<file path="src/rtl/sram_arbiter.sv">
// sram_arbiter: two-port (video read / cpu read-write) arbiter for an
// asynchronous SRAM. Every transfer is ACCESS (WAIT_CYCLES+1 cycles) followed
// by one TURN cycle; arbitration happens in IDLE and TURN so back-to-back
// transfers have no idle gap.
// Build option: define SRAM_ARB_ROUND_ROBIN_EN for alternating priority on
// simultaneous requests; otherwise video has fixed priority over cpu.
module sram_arbiter #(
    parameter int WAIT_CYCLES = 1
) (
    input  logic        clk,
    input  logic        reset,
    input  logic        vid_req,
    input  logic [19:0] vid_addr,
    output logic        vid_gnt,
    output logic [15:0] vid_rdata,
    output logic        vid_rvalid,
    input  logic        cpu_req,
    input  logic        cpu_we,
    input  logic [19:0] cpu_addr,
    input  logic [15:0] cpu_wdata,
    input  logic [1:0]  cpu_be_n,
    output logic        cpu_gnt,
    output logic [15:0] cpu_rdata,
    output logic        cpu_done,
    output logic [19:0] SRAM_ADDR,
    output logic [1:0]  SRAM_BE_N,
    output logic        SRAM_OE_N,
    output logic        SRAM_WE_N,
    output logic        SRAM_CE_N,
    output logic [15:0] sram_dq_o,
    output logic        sram_dq_oe,
    input  logic [15:0] sram_dq_i
);

    typedef enum logic [1:0] {IDLE, ACCESS, TURN} state_t;

    state_t      r_state;
    logic [2:0]  r_cnt;
    logic        r_owner_cpu;
    logic        r_we;
    logic [19:0] r_addr;
    logic [1:0]  r_be_n;
    logic [15:0] r_wdata;
    logic        r_oe_n, r_we_n, r_ce_n, r_dq_oe;
    logic        r_vid_gnt, r_cpu_gnt, r_vid_rvalid, r_cpu_done;
    logic [15:0] r_vid_rdata, r_cpu_rdata;

    logic        w_any;
    logic        w_pick_cpu;
    logic        w_wr;
    logic        w_last;

    assign w_any  = vid_req | cpu_req;
    assign w_wr   = w_pick_cpu & cpu_we;
    assign w_last = (r_cnt == 3'(WAIT_CYCLES));

`ifdef SRAM_ARB_ROUND_ROBIN_EN
    // 1 = cpu was not granted most recently, so cpu wins a tie
    logic r_prio_cpu;
    assign w_pick_cpu = cpu_req & (~vid_req | r_prio_cpu);

    // pointer moves only when a grant is issued
    always_ff @(posedge clk) begin
        if (reset)
            r_prio_cpu <= 1'b0;
        else if ((r_state != ACCESS) && w_any)
            r_prio_cpu <= ~w_pick_cpu;
    end
`else
    // video always wins a tie; cpu may be starved by continuous video traffic
    assign w_pick_cpu = cpu_req & ~vid_req;
`endif

    // transfer FSM; every SRAM strobe and handshake output is registered here
    always_ff @(posedge clk) begin
        if (reset) begin
            r_state      <= IDLE;
            r_cnt        <= '0;
            r_owner_cpu  <= 1'b0;
            r_we         <= 1'b0;
            r_addr       <= '0;
            r_be_n       <= 2'b11;
            r_wdata      <= '0;
            r_oe_n       <= 1'b1;
            r_we_n       <= 1'b1;
            r_ce_n       <= 1'b1;
            r_dq_oe      <= 1'b0;
            r_vid_gnt    <= 1'b0;
            r_cpu_gnt    <= 1'b0;
            r_vid_rvalid <= 1'b0;
            r_cpu_done   <= 1'b0;
            r_vid_rdata  <= '0;
            r_cpu_rdata  <= '0;
        end else begin
            r_vid_gnt    <= 1'b0;
            r_cpu_gnt    <= 1'b0;
            r_vid_rvalid <= 1'b0;
            r_cpu_done   <= 1'b0;
            case (r_state)
                IDLE, TURN: begin
                    if (w_any) begin
                        r_state     <= ACCESS;
                        r_cnt       <= '0;
                        r_owner_cpu <= w_pick_cpu;
                        r_we        <= w_wr;
                        r_addr      <= w_pick_cpu ? cpu_addr : vid_addr;
                        r_be_n      <= w_pick_cpu ? cpu_be_n : 2'b00;
                        r_wdata     <= cpu_wdata;
                        r_ce_n      <= 1'b0;
                        r_oe_n      <= w_wr;
                        r_we_n      <= ~w_wr;
                        r_dq_oe     <= w_wr;
                        r_vid_gnt   <= ~w_pick_cpu;
                        r_cpu_gnt   <= w_pick_cpu;
                    end else begin
                        r_state <= IDLE;
                        r_dq_oe <= 1'b0;
                    end
                end
                ACCESS: begin
                    if (w_last) begin
                        // strobes rise here; dq_oe stays up through TURN for writes
                        r_state <= TURN;
                        r_ce_n  <= 1'b1;
                        r_oe_n  <= 1'b1;
                        r_we_n  <= 1'b1;
                        if (r_we) begin
                            r_cpu_done <= 1'b1;
                        end else if (r_owner_cpu) begin
                            r_cpu_rdata <= sram_dq_i;
                            r_cpu_done  <= 1'b1;
                        end else begin
                            r_vid_rdata  <= sram_dq_i;
                            r_vid_rvalid <= 1'b1;
                        end
                    end else begin
                        r_cnt <= r_cnt + 3'd1;
                    end
                end
                default: r_state <= IDLE;
            endcase
        end
    end

    assign vid_gnt    = r_vid_gnt;
    assign vid_rdata  = r_vid_rdata;
    assign vid_rvalid = r_vid_rvalid;
    assign cpu_gnt    = r_cpu_gnt;
    assign cpu_rdata  = r_cpu_rdata;
    assign cpu_done   = r_cpu_done;
    assign SRAM_ADDR  = r_addr;
    assign SRAM_BE_N  = r_be_n;
    assign SRAM_OE_N  = r_oe_n;
    assign SRAM_WE_N  = r_we_n;
    assign SRAM_CE_N  = r_ce_n;
    assign sram_dq_o  = r_wdata;
    assign sram_dq_oe = r_dq_oe;

endmodule

</file>
<file path="config.mk">
export PLATFORM = sky130hd
export DESIGN_NAME = sram_arbiter
export DESIGN_NICKNAME = d
export VERILOG_FILES = /design/src/rtl/sram_arbiter.sv
export SDC_FILE = /design/constraint.sdc
export NUM_CORES = 1
export LEC_CHECK = 0
export ABC_AREA = 1
export CORE_MARGIN = 10
export CORE_UTILIZATION = 43
export CTS_BUF_LIST = sky130_fd_sc_hd__clkbuf_2 sky130_fd_sc_hd__clkbuf_4 sky130_fd_sc_hd__clkbuf_8
export DETAILED_ROUTE_END_ITERATION = 12
export PLACE_DENSITY = 0.82
export SYNTH_ARGS = -nofsm -noshare
export SYNTH_HDL_FRONTEND = slang
export SYNTH_SLANG_ARGS = --single-unit
</file>
<file path="constraint.sdc">
create_clock -name clk -period 1.7 [get_ports clk]
set_input_delay 0.34 -clock clk [delete_from_list [all_inputs] [get_ports clk]]
set_output_delay 0.34 -clock clk [all_outputs]
set_load 0.02 [all_outputs]
</file>
==> results.yml, run 1 <==
run_status:
  status: "finished, final reports clean"
die:
  die_area_um2: 12300
  initial_utilization: 0.436
  die_w_um: 111
  dieHeight_um: 111
  row_count: 33
  io-pin-count: 157
  core-area_um2: 8130
layout:
  nFillCells: 658
  utilization: 0.685
  n_antenna_cell: 0
  area_delta_synth_final_pct: 57.1
  final_cell_mix: "nor2_1, clkdlybuf4s50_1, nand2_1, dfxtp_1, inv_1"
  layout_commonest_cell: "nor2_1"
  final_nets: 744
  drive_above_1_share: 0.0494
route:
  firstDrtPassIters: 5
  drtIter0Drc: 99
  ant_nets: 0
  wire_per_inst_um: 13.4
  drc: 0
  avgViaCountPerCell: 4.57
  vias: 3531
  wl_um: 10400
setup_path:
  cp_slowest_cell: "clkdlybuf4s50_1"
  path_buf_inv: 1
  cp-end-kind: "output port"
  cp-start-kind: "register"
  crit_chain: "clkdlybuf4s50_1"
  worstPathMaxFanout: 2
  worstSetupPathType: "reg2out"
  crit_family: "buffers and inverters"
  cp.required_ps: 1360
  critPathArrivalTime_ps: 1320
  critPathMaxStageDelay_ps: 610
sta:
  relSlewSlack: 0.755
  fin_skew_ps: 8.48
  fmax_mhz: 604
  finalHoldViolations: 0
  fin_crit_sh: 0.974
  final.setup.tns_ps: 0
  drv_slew: 0
  rsz0062_at_grt: "false"
  finalCriticalPeriod_ps: 1660
  setup-violations-final: 0
  layout_setup_ws_ps: 43.6
  worst_pin_slew_ps: 366
  fin_hold_ws_ps: 471
logic_synthesis:
  yosys.area_share.simple: 0.335
  synth_top_family_by_area: "simple AND/OR/NAND/NOR gates"
  synth_fa_ha_area_frac: 0.00705
  netlist_top_cells_area: "dfxtp_1, nor2_1, nand2_1"
  synthCells: 512
  yosysTopAreaCell: "dfxtp_1"
  synth_cell_types: 19
  synthMuxAreaShare: 0
  yosys.area_share.xor_xnor: 0
  synth_compound_area_frac: 0.0631
  syn_nets: 593
  syn_area_um2: 3550
  syn_avg_cell_area_um2: 6.93
  yosys_warnings: 0
  synth-seq-cells: 85
  yosysTopAreaCellShare: 0.480
  ys_seq_area_frac: 0.480
hold_path:
  hold_path_class: "reg2reg"
placed_design:
  dpl_worst_slack_ps: -52.4
  routabilityCongestion: 0.842
  place_hpwl_um: 7820
  port_buffers: 156
clocking:
  cts_root_buffer: "clkbuf_8"
  clock_path_buffers: 2
  numCtsBuffers: 9
  clk_latency_ps: 350
  cts_tree: "done"
  htree_levels: 3
  postCtsSetupRepairBufs: 0
  clkSinkCount: 85
  cts.reportedPaths.clkPinSlew_ps: 80
global_routing:
  grt_use_total: 0.162
  grt_pass1_wl_um: 16600
  grt_remaining_overflow: 0
  antenna_found_initial: 0
  grt_max_degree: 50
  grt_pass1_vias: 3453
pwr:
  p_leak_nw: 3.16
  power.density_nw_per_um2: 882
  max-vdd-ir-drop_mv: 0.498
  p_total_mw: 4.91
run:
  cap_violations: 0
==> worst reg2reg max path, stage by stage, from the launching register on <==
cell	delay, ps
dfxtp_1	400
ha_1	170
nand2_1	110
nor2_4	150
nand2_4	220
nand2_1	120
nand2_1	50
nor2_1	110
==> final timing paths <==
check	slack, ps	end	from	cells past startpoint
max	40	vid_rdata[12]	vid_rdata[12]$_SDFFE_PP0P_	1
min	470	sram_dq_oe$_SDFFE_PP0P_	sram_dq_oe$_SDFFE_PP0P_	2
max reg2reg	300	cpu_rdata[4]$_SDFFE_PP0P_	r_cnt[0]$_SDFFE_PP0P_	7
min reg2reg	470	sram_dq_oe$_SDFFE_PP0P_	sram_dq_oe$_SDFFE_PP0P_	2
==> state kept, by name, summed over array words and instances, names as in the netlist, 2 cells and up <==
| name | count |
|---|---|
| SRAM_ADDR | 20 |
| SRAM_BE_N | 2 |
| cpu_rdata | 16 |
| r_cnt | 3 |
| r_state | 2 |
| sram_dq_o | 16 |
| vid_rdata | 16 |
==> routing by layer <==
metal | vias to the layer above | track usage | share of wire
li1 | 1840 | - | -
met1 | 1519 | 0.186 | 0.43
met2 | 154 | 0.241 | 0.42
met3 | 18 | 0.0909 | 0.12
met4 | 0 | 0.0668 | 0.022
met5 | - | 0 | 0
==> synthesized netlist by cell type <==
cell type and n:
a21oi_1 7, buf_2 13, buf_6 6, clkbuf_1 6
clkbuf_2 1, dfxtp_1 85, ha_1 2, inv_1 64
inv_2 2, nand2_1 107, nand2_2 3, nand3_1 9
nor2_1 147, nor2_4 1, nor3_1 2, nor3b_1 20
o21ai_0 31, o21ai_1 5, o21ai_2 1
==> power by group <==
part           internal [mW]  leakage [nW]  total, mW  switching [mW]
clock network          0.980         0.112       1.71           0.734
logic                  0.492          2.35       1.01           0.515
registers               2.12         0.697       2.19          0.0705
total                   3.59          3.16       4.91            1.32
==> cell families after synthesis <==
group	Yosys count
AND/OR/NAND/NOR	289
AO/OA/AOI/OAI	44
buffers and inverters	92
adder cells (fa/ha/maj)	2
flip-flops	85
==> area by class of cell <==
cell class,count,area (µm²),share of cell area
clock inverter,7,121,0.0218
sequential,85,1700,0.305
clock buffer,9,124,0.0222
tap,105,131,0.0236
multi-input combinational,335,1450,0.260
timing repair buffer,166,1800,0.322
inverter,66,248,0.0445
==> per-stage QoR <==
step	area [µm²]	cells
after CTS	5460	773
final	5570	773
after global routing	5570	773
after global placement	5230	757
after detailed placement	5230	757
after floorplan	3550	512
==> repair_timing <==
item	4_1_cts	5_1_grt
setup endpoints to repair	6	44
hold buffers	0	0
gates resized for setup	6	43
(Power assumes the default switching activity.)
==> run 2: changes to the inputs <==
Settings changed: GPL_ROUTABILITY_DRIVEN set to 1.
==> results of run 2 <==
No change in the layout: final DEF, timing and power equal those of run 1.
